## config.mk

```make
export PLATFORM = sky130hd
export DESIGN_NAME = keypad_scanner_flat
export DESIGN_NICKNAME = d
export VERILOG_FILES = /design/src/rtl/keypad_pkg.sv /design/src/rtl/keypad_scanner_if.sv /design/src/rtl/sync_2ff.sv /design/src/rtl/keypad_scanner.sv /design/src/flat_wrapper.sv
export SDC_FILE = /design/constraint.sdc
export NUM_CORES = 1
export LEC_CHECK = 0
export BUFFER_PORTS_ARGS = -buffer_cell sky130_fd_sc_hd__buf_4
export CAP_MARGIN = 0
export CORE_UTILIZATION = 55
export CTS_CLUSTER_DIAMETER = 40
export DETAILED_ROUTE_END_ITERATION = 8
export GPL_TIMING_DRIVEN = 1
export PLACE_DENSITY_LB_ADDON = 0.3
export SLEW_MARGIN = 20
export SYNTH_ARGS = -nofsm -noshare
export SYNTH_HDL_FRONTEND = slang
export SYNTH_SLANG_ARGS = --single-unit
```

## constraint.sdc

```tcl
create_clock -name clk -period 11.5 [get_ports clk]
set_input_delay 2.3 -clock clk [delete_from_list [all_inputs] [get_ports clk]]
set_output_delay 2.3 -clock clk [all_outputs]
set_load 0.01 [all_outputs]
```

## src/rtl/keypad_pkg.sv

```systemverilog
// Shared widths, enums and the frame classifier for the 4x4 keypad scanner.
package keypad_pkg;

  localparam int unsigned ROWS   = 4;
  localparam int unsigned COLS   = 4;
  localparam int unsigned CODE_W = 4;

  typedef enum logic [1:0] {
    CLS_NONE,
    CLS_SINGLE,
    CLS_MULTI
  } frame_class_e;

  typedef enum logic [1:0] {
    ST_IDLE,
    ST_PRESS_CHK,
    ST_HELD,
    ST_RELEASE_CHK
  } deb_state_e;

  typedef struct packed {
    frame_class_e            cls;
    logic [CODE_W-1:0]       code;
  } frame_result_t;

  // Bit index r*COLS+c of hits doubles as the key code {row, col}.
  function automatic frame_result_t classify(input logic [ROWS*COLS-1:0] hits);
    frame_result_t res;
    int unsigned   n;
    n        = 0;
    res.code = '0;
    for (int unsigned i = 0; i < ROWS*COLS; i++) begin
      if (hits[i]) begin
        n        = n + 1;
        res.code = CODE_W'(i);
      end
    end
    if (n == 0)      res.cls = CLS_NONE;
    else if (n == 1) res.cls = CLS_SINGLE;
    else             res.cls = CLS_MULTI;
    return res;
  endfunction

endpackage

```

## src/rtl/keypad_scanner_if.sv

```systemverilog
// Keypad pin and key-event bundle between the scanner and its surroundings.
interface keypad_scanner_if;
  import keypad_pkg::*;

  logic [COLS-1:0]   col_n;
  logic [ROWS-1:0]   row_n;
  logic [CODE_W-1:0] key_code;
  logic              key_valid;
  logic              key_down;

  modport master (
    input  col_n,
    output row_n,
    output key_code,
    output key_valid,
    output key_down
  );

  modport slave (
    output col_n,
    input  row_n,
    input  key_code,
    input  key_valid,
    input  key_down
  );
endinterface

```

## src/rtl/sync_2ff.sv

```systemverilog
// Width-parameterised two-flop synchronizer with a caller-supplied reset value.
module sync_2ff #(
  parameter int unsigned WIDTH = 1
) (
  input  logic             clk,
  input  logic             rst_n,
  input  logic [WIDTH-1:0] rst_val,
  input  logic [WIDTH-1:0] d,
  output logic [WIDTH-1:0] q
);

  logic [WIDTH-1:0] meta;

  always_ff @(posedge clk or negedge rst_n) begin
    if (!rst_n) begin
      meta <= rst_val;
      q    <= rst_val;
    end else begin
      meta <= d;
      q    <= meta;
    end
  end

endmodule

```

## src/rtl/keypad_scanner.sv

```systemverilog
// 4x4 matrix scanner: walks one active-low row at a time, classifies each
// full frame and debounces presses/releases over whole frames.
module keypad_scanner
  import keypad_pkg::*;
#(
  parameter int unsigned SCAN_TICKS      = 8,
  parameter int unsigned DEBOUNCE_FRAMES = 4
) (
  input  logic              clk,
  input  logic              rst_n,
  keypad_scanner_if.master  kif
);

  localparam int unsigned TICK_W = $clog2(SCAN_TICKS);
  localparam int unsigned CNT_W  = 4;
  localparam logic [TICK_W-1:0] TICK_LAST = TICK_W'(SCAN_TICKS - 1);
  localparam logic [CNT_W-1:0]  DEB_N     = CNT_W'(DEBOUNCE_FRAMES);

  logic [COLS-1:0]        col_sync;
  logic [COLS-1:0]        col_hit;

  logic                   scan_en_q,   scan_en_d;
  logic [TICK_W-1:0]      tick_q,      tick_d;
  logic [1:0]             row_q,       row_d;
  logic [ROWS-1:0]        row_n_q,     row_n_d;
  logic [(ROWS-1)*COLS-1:0] hits_acc_q, hits_acc_d;
  deb_state_e             state_q,     state_d;
  logic [CNT_W-1:0]       cnt_q,       cnt_d;
  logic [CNT_W-1:0]       cnt_inc;
  logic [CODE_W-1:0]      cand_q,      cand_d;
  logic [CODE_W-1:0]      key_code_q,  key_code_d;
  logic                   key_valid_q, key_valid_d;
  logic                   key_down_q,  key_down_d;

  logic                   sample;
  logic                   frame_done;
  frame_result_t          res;

  sync_2ff #(.WIDTH(COLS)) u_col_sync (
    .clk     (clk),
    .rst_n   (rst_n),
    .rst_val ({COLS{1'b1}}),
    .d       (kif.col_n),
    .q       (col_sync)
  );

  assign col_hit    = ~col_sync;
  assign sample     = scan_en_q && (tick_q == TICK_LAST);
  assign frame_done = sample && (row_q == 2'd3);
  assign cnt_inc    = cnt_q + CNT_W'(1);
  // Row 3 is judged straight from the synchronizer so the decision lands one cycle after its sample.
  assign res        = classify({col_hit, hits_acc_q});

  always_comb begin
    scan_en_d   = scan_en_q;
    tick_d      = tick_q;
    row_d       = row_q;
    row_n_d     = row_n_q;
    hits_acc_d  = hits_acc_q;
    state_d     = state_q;
    cnt_d       = cnt_q;
    cand_d      = cand_q;
    key_code_d  = key_code_q;
    key_valid_d = 1'b0;
    key_down_d  = key_down_q;

    // Row walker: first cycle out of reset drives row 0, then SCAN_TICKS per row.
    if (!scan_en_q) begin
      scan_en_d = 1'b1;
      tick_d    = '0;
      row_d     = 2'd0;
      row_n_d   = ~ROWS'(1);
    end else if (tick_q == TICK_LAST) begin
      tick_d  = '0;
      row_d   = row_q + 2'd1;
      row_n_d = ~(ROWS'(1) << row_d);
    end else begin
      tick_d = tick_q + TICK_W'(1);
    end

    if (sample) begin
      case (row_q)
        2'd0:    hits_acc_d[3:0]  = col_hit;
        2'd1:    hits_acc_d[7:4]  = col_hit;
        2'd2:    hits_acc_d[11:8] = col_hit;
        default: ;
      endcase
    end

    if (frame_done) begin
      case (state_q)
        ST_IDLE: begin
          if (res.cls == CLS_SINGLE) begin
            cand_d = res.code;
            cnt_d  = CNT_W'(1);
            if (DEB_N == CNT_W'(1)) begin
              key_code_d  = res.code;
              key_valid_d = 1'b1;
              key_down_d  = 1'b1;
              state_d     = ST_HELD;
            end else begin
              state_d = ST_PRESS_CHK;
            end
          end
        end
        ST_PRESS_CHK: begin
          if (res.cls != CLS_SINGLE) begin
            state_d = ST_IDLE;
          end else if (res.code != cand_q) begin
            cand_d = res.code;
            cnt_d  = CNT_W'(1);
          end else begin
            cnt_d = cnt_inc;
            if (cnt_inc == DEB_N) begin
              key_code_d  = cand_q;
              key_valid_d = 1'b1;
              key_down_d  = 1'b1;
              state_d     = ST_HELD;
            end
          end
        end
        ST_HELD: begin
          // A different lone key means the held one is gone.
          if (res.cls == CLS_NONE ||
              (res.cls == CLS_SINGLE && res.code != key_code_q)) begin
            cnt_d = CNT_W'(1);
            if (DEB_N == CNT_W'(1)) begin
              key_down_d = 1'b0;
              state_d    = ST_IDLE;
            end else begin
              state_d = ST_RELEASE_CHK;
            end
          end
        end
        ST_RELEASE_CHK: begin
          if (res.cls == CLS_NONE) begin
            cnt_d = cnt_inc;
            if (cnt_inc == DEB_N) begin
              key_down_d = 1'b0;
              state_d    = ST_IDLE;
            end
          end else begin
            state_d = ST_HELD;
          end
        end
        default: state_d = ST_IDLE;
      endcase
    end
  end

  always_ff @(posedge clk or negedge rst_n) begin
    if (!rst_n) begin
      scan_en_q   <= 1'b0;
      tick_q      <= '0;
      row_q       <= 2'd0;
      row_n_q     <= '1;
      hits_acc_q  <= '0;
      state_q     <= ST_IDLE;
      cnt_q       <= '0;
      cand_q      <= '0;
      key_code_q  <= '0;
      key_valid_q <= 1'b0;
      key_down_q  <= 1'b0;
    end else begin
      scan_en_q   <= scan_en_d;
      tick_q      <= tick_d;
      row_q       <= row_d;
      row_n_q     <= row_n_d;
      hits_acc_q  <= hits_acc_d;
      state_q     <= state_d;
      cnt_q       <= cnt_d;
      cand_q      <= cand_d;
      key_code_q  <= key_code_d;
      key_valid_q <= key_valid_d;
      key_down_q  <= key_down_d;
    end
  end

  assign kif.row_n     = row_n_q;
  assign kif.key_code  = key_code_q;
  assign kif.key_valid = key_valid_q;
  assign kif.key_down  = key_down_q;

endmodule

```

## src/flat_wrapper.sv

```systemverilog
// flat-port wrapper written by rule: the top's interface ports become plain ports
module keypad_scanner_flat import keypad_pkg::*;
#(
  parameter int unsigned SCAN_TICKS      = 8,
  parameter int unsigned DEBOUNCE_FRAMES = 4
)
  (clk, rst_n, kif_col_n, kif_row_n, kif_key_code, kif_key_valid, kif_key_down);
  keypad_scanner_if kif_i ();
  input  logic clk;
  input  logic rst_n;
  input wire logic [$bits(kif_i.col_n)-1:0] kif_col_n;
  output wire logic [$bits(kif_i.row_n)-1:0] kif_row_n;
  output wire logic [$bits(kif_i.key_code)-1:0] kif_key_code;
  output wire logic [$bits(kif_i.key_valid)-1:0] kif_key_valid;
  output wire logic [$bits(kif_i.key_down)-1:0] kif_key_down;
  assign kif_i.col_n = kif_col_n;
  assign kif_row_n = kif_i.row_n;
  assign kif_key_code = kif_i.key_code;
  assign kif_key_valid = kif_i.key_valid;
  assign kif_key_down = kif_i.key_down;
  keypad_scanner #(.SCAN_TICKS(SCAN_TICKS), .DEBOUNCE_FRAMES(DEBOUNCE_FRAMES)) u_core (.clk(clk), .rst_n(rst_n), .kif(kif_i));
endmodule
```

==> out/qor.yml <==
run_status: "complete, no violations"
cts_max_path_buffers: 2
syn-num-nets: 512
arrival_ns: 11.03
coreArea_mm2: 0.00741
ys_types: 89
cp.required_ns: 11.67
crit_start: "u_core.hits_acc_q[1]$_DFFE_PN0P_"
leakage_nw: 1.94
fin_skew_ns: 0.0108
place_congestion: 0.859
cts_sinks: 46
fin_util_pct: 62.5
startpoint_type: "register"
cp-end-kind: "register"
worst-setup-path-type: "reg -> reg"
ys_seq_area_share_pct: 27.1
place_area_mm2: 0.00446
yosys_warnings: 0
gr-total-overflow: 0
wl_met1_um: 4230
synth_ff_type: "dfrtp_1"
io_buffers: 15
area_delta_synth_final_pct: 7.50
drt_iter0_markers: 206
wl_per_cell_um: 14.9
cts_tree: "done"
critical_path.top_delay_family: "adder cells"
dp_hpwl_um: 6650
wl_met2_um: 4260
cpMostUsedCell: "ha_1"
min_period_over_period_pct: 94.4
critPathBufInv: 5
period_needed_ns: 10.86
async_reset_ff_share_pct: 100
fp.dieH_um: 90.5
crit_fanout: 5
ant_nets: 0
first_pass_iters: 4
grt_max_degree: 47
hp-class: "reg -> reg"
cts_buffers: 5
ir_drop_uv: 137
nFillCells: 621
critPathSlowestCell: "or3b_2"
r2r_start: "u_core.hits_acc_q[1]$_DFFE_PN0P_"
grt_pass1_wl_um: 15100
synthCells: 481
yosysTopAreaCellShare_pct: 19.8
postSynthAreaPerCell_um2: 8.95
placementRows: 31
synth-edff-count: 0
grt_pass1_vias: 3305
top_layer: "met4"
root_buffer: "clkbuf_8"
yosysMostFrequentCell: "nand2_1"
boundaryPins: 16
fmax_mhz: 92.1
start_util_pct: 58.1
ys_ff_latch: 46
hold_viol_final: 0
grt_antenna_before_repair: 0
max_cap_violations: 0
slew_violations: 0
synth_top_area_cell: "dfrtp_1"
wl_um: 8770
htree_levels: 2
die_w_um: 90.5
nets: 519
setup_viol: 0
fin_area_mm2: 0.00463
worst_slew_pin_slew_ns: 0.905
power.total_mw: 0.451
via_count: 3457
min_from: "u_core.u_col_sync.meta[2]$_DFF_PN1_"
drc: 0
synth_area_leaders: "dfrtp_1, dfstp_2, ha_1"
p_per_area_mw_per_mm2: 97.6
netlist_area_mm2: 0.00430
cts_hold_buffers: 0
cp_slowest_stage_delay_ns: 0.46
clk_latency_ns: 0.30
ys_top_cells_by_count: "nand2_1, dfrtp_1, o21ai_0"
post_route_cells_drive_above_1_share_pct: 16.0
slew_headroom_pct: 39.2
wl_met3_um: 187
clkSlewWorstSetupHoldPaths_ns: 0.09
dieArea_mm2: 0.00818
routed_via_density: 5.88
grt_usage_pct: 22.2
num_antenna_cells: 0
per-stage QoR:
stage               setup WS (ns)  TNS, ns  hold WS [ns]  cells
CTS                         0.515        0         0.359    583
finish                      0.641        0         0.355    588
detailed placement          0.527        0         0.348    575
global route              -0.0554  -0.0747         0.352    588
global placement            0.849        0         0.347    575
floorplan                    1.54        0         0.345    481
logic make-up after synthesis:
| family | synth area share, % |
|---|---|
| AOI/OAI and AO/OA | 20.0 |
| and+or+nand+nor | 21.5 |
| xor gates and xnor gates | 16.2 |
| adders and majority gates | 7.27 |
| muxes | 3.58 |
| other | 0.0871 |
| buffers and inverters | 4.24 |
| DFF | 27.1 |
path summary, 6_finish.rpt:
kind,to,slack (ns),depth (start not counted)
worst min register to register,u_core.u_col_sync.q[2]$_DFF_PN1_,0.36,0
min in group asynchronous,u_core.kif.key_down$_DFFE_PN0P_,1.99,1
max in group asynchronous,u_core.kif.row_n[2]$_DFFE_PN1P_,9.12,1
worst max register to register,u_core.cnt_q[0]$_DFFE_PN0P_,0.64,51
worst max-delay path,u_core.cnt_q[0]$_DFFE_PN0P_,0.64,51
worst min-delay path,u_core.u_col_sync.q[2]$_DFF_PN1_,0.36,0
metal layers:
layer / GRT usage (%) / vias up
met4: 6.18 / 0
li1: - / 1737
met5: 0 / -
met3: 2.27 / 10
met1: 30.0 / 1672
met2: 37.6 / 38
repair_timing:
item                       CTS  global route
setup endpoints to repair    0            14
resized for setup            0             4
setup buffers                0             5
worst register-to-register path, delay by kind of cell, from the launching register on:
family,cells,cell delay [ns]
muxes,4,1.00
xor gates and xnor gates,1,0.22
buffers and inverters,5,0.51
and+or+nand+nor,16,2.40
adders and majority gates,14,4.19
AOI/OAI and AO/OA,11,1.98
DFF,1,0.40
layout by cell type, fill, tap and decap left out, drive strengths merged, types with 7 or more instances in the layout:
cell type and instances:
nand2 61, dfrtp 34, o21ai 30, xnor2 30, nor2 27, ha 25, inv 24, xor2 24
buf 21, a21oi 17, nand3 15, nor2b 12, dfstp 12, mux2 8, nor3 7
power by group:
group,total [mW],internal [mW],switching (mW),leakage [nW]
clock,0.118,0.0648,0.0537,0.0514
combinational,0.159,0.0676,0.0909,1.29
sequential,0.174,0.167,0.00765,0.596
registers in the layout, summed over array words and instances (netlist names), 3 cells and up:
| register | count |
|---|---|
| u_core.kif.row_n | 4 |
| u_core.cand_q | 4 |
| u_core.hits_acc_q | 12 |
| u_core.u_col_sync.meta | 4 |
| u_core.u_col_sync.q | 4 |
| u_core.kif.key_code | 4 |
| u_core.tick_q | 3 |
| u_core.cnt_q | 4 |
area by class of cell:
type | count | area [µm²] | area share, %
timing repair buffer | 21 | 158 | 3.41
sequential | 46 | 1170 | 25.2
inverter | 24 | 90.1 | 1.95
clock inverter | 2 | 37.5 | 0.811
multi-input combinational | 390 | 2980 | 64.4
clock buffer | 6 | 72.6 | 1.57
tap | 99 | 124 | 2.68
(Power assumes the default switching activity.)
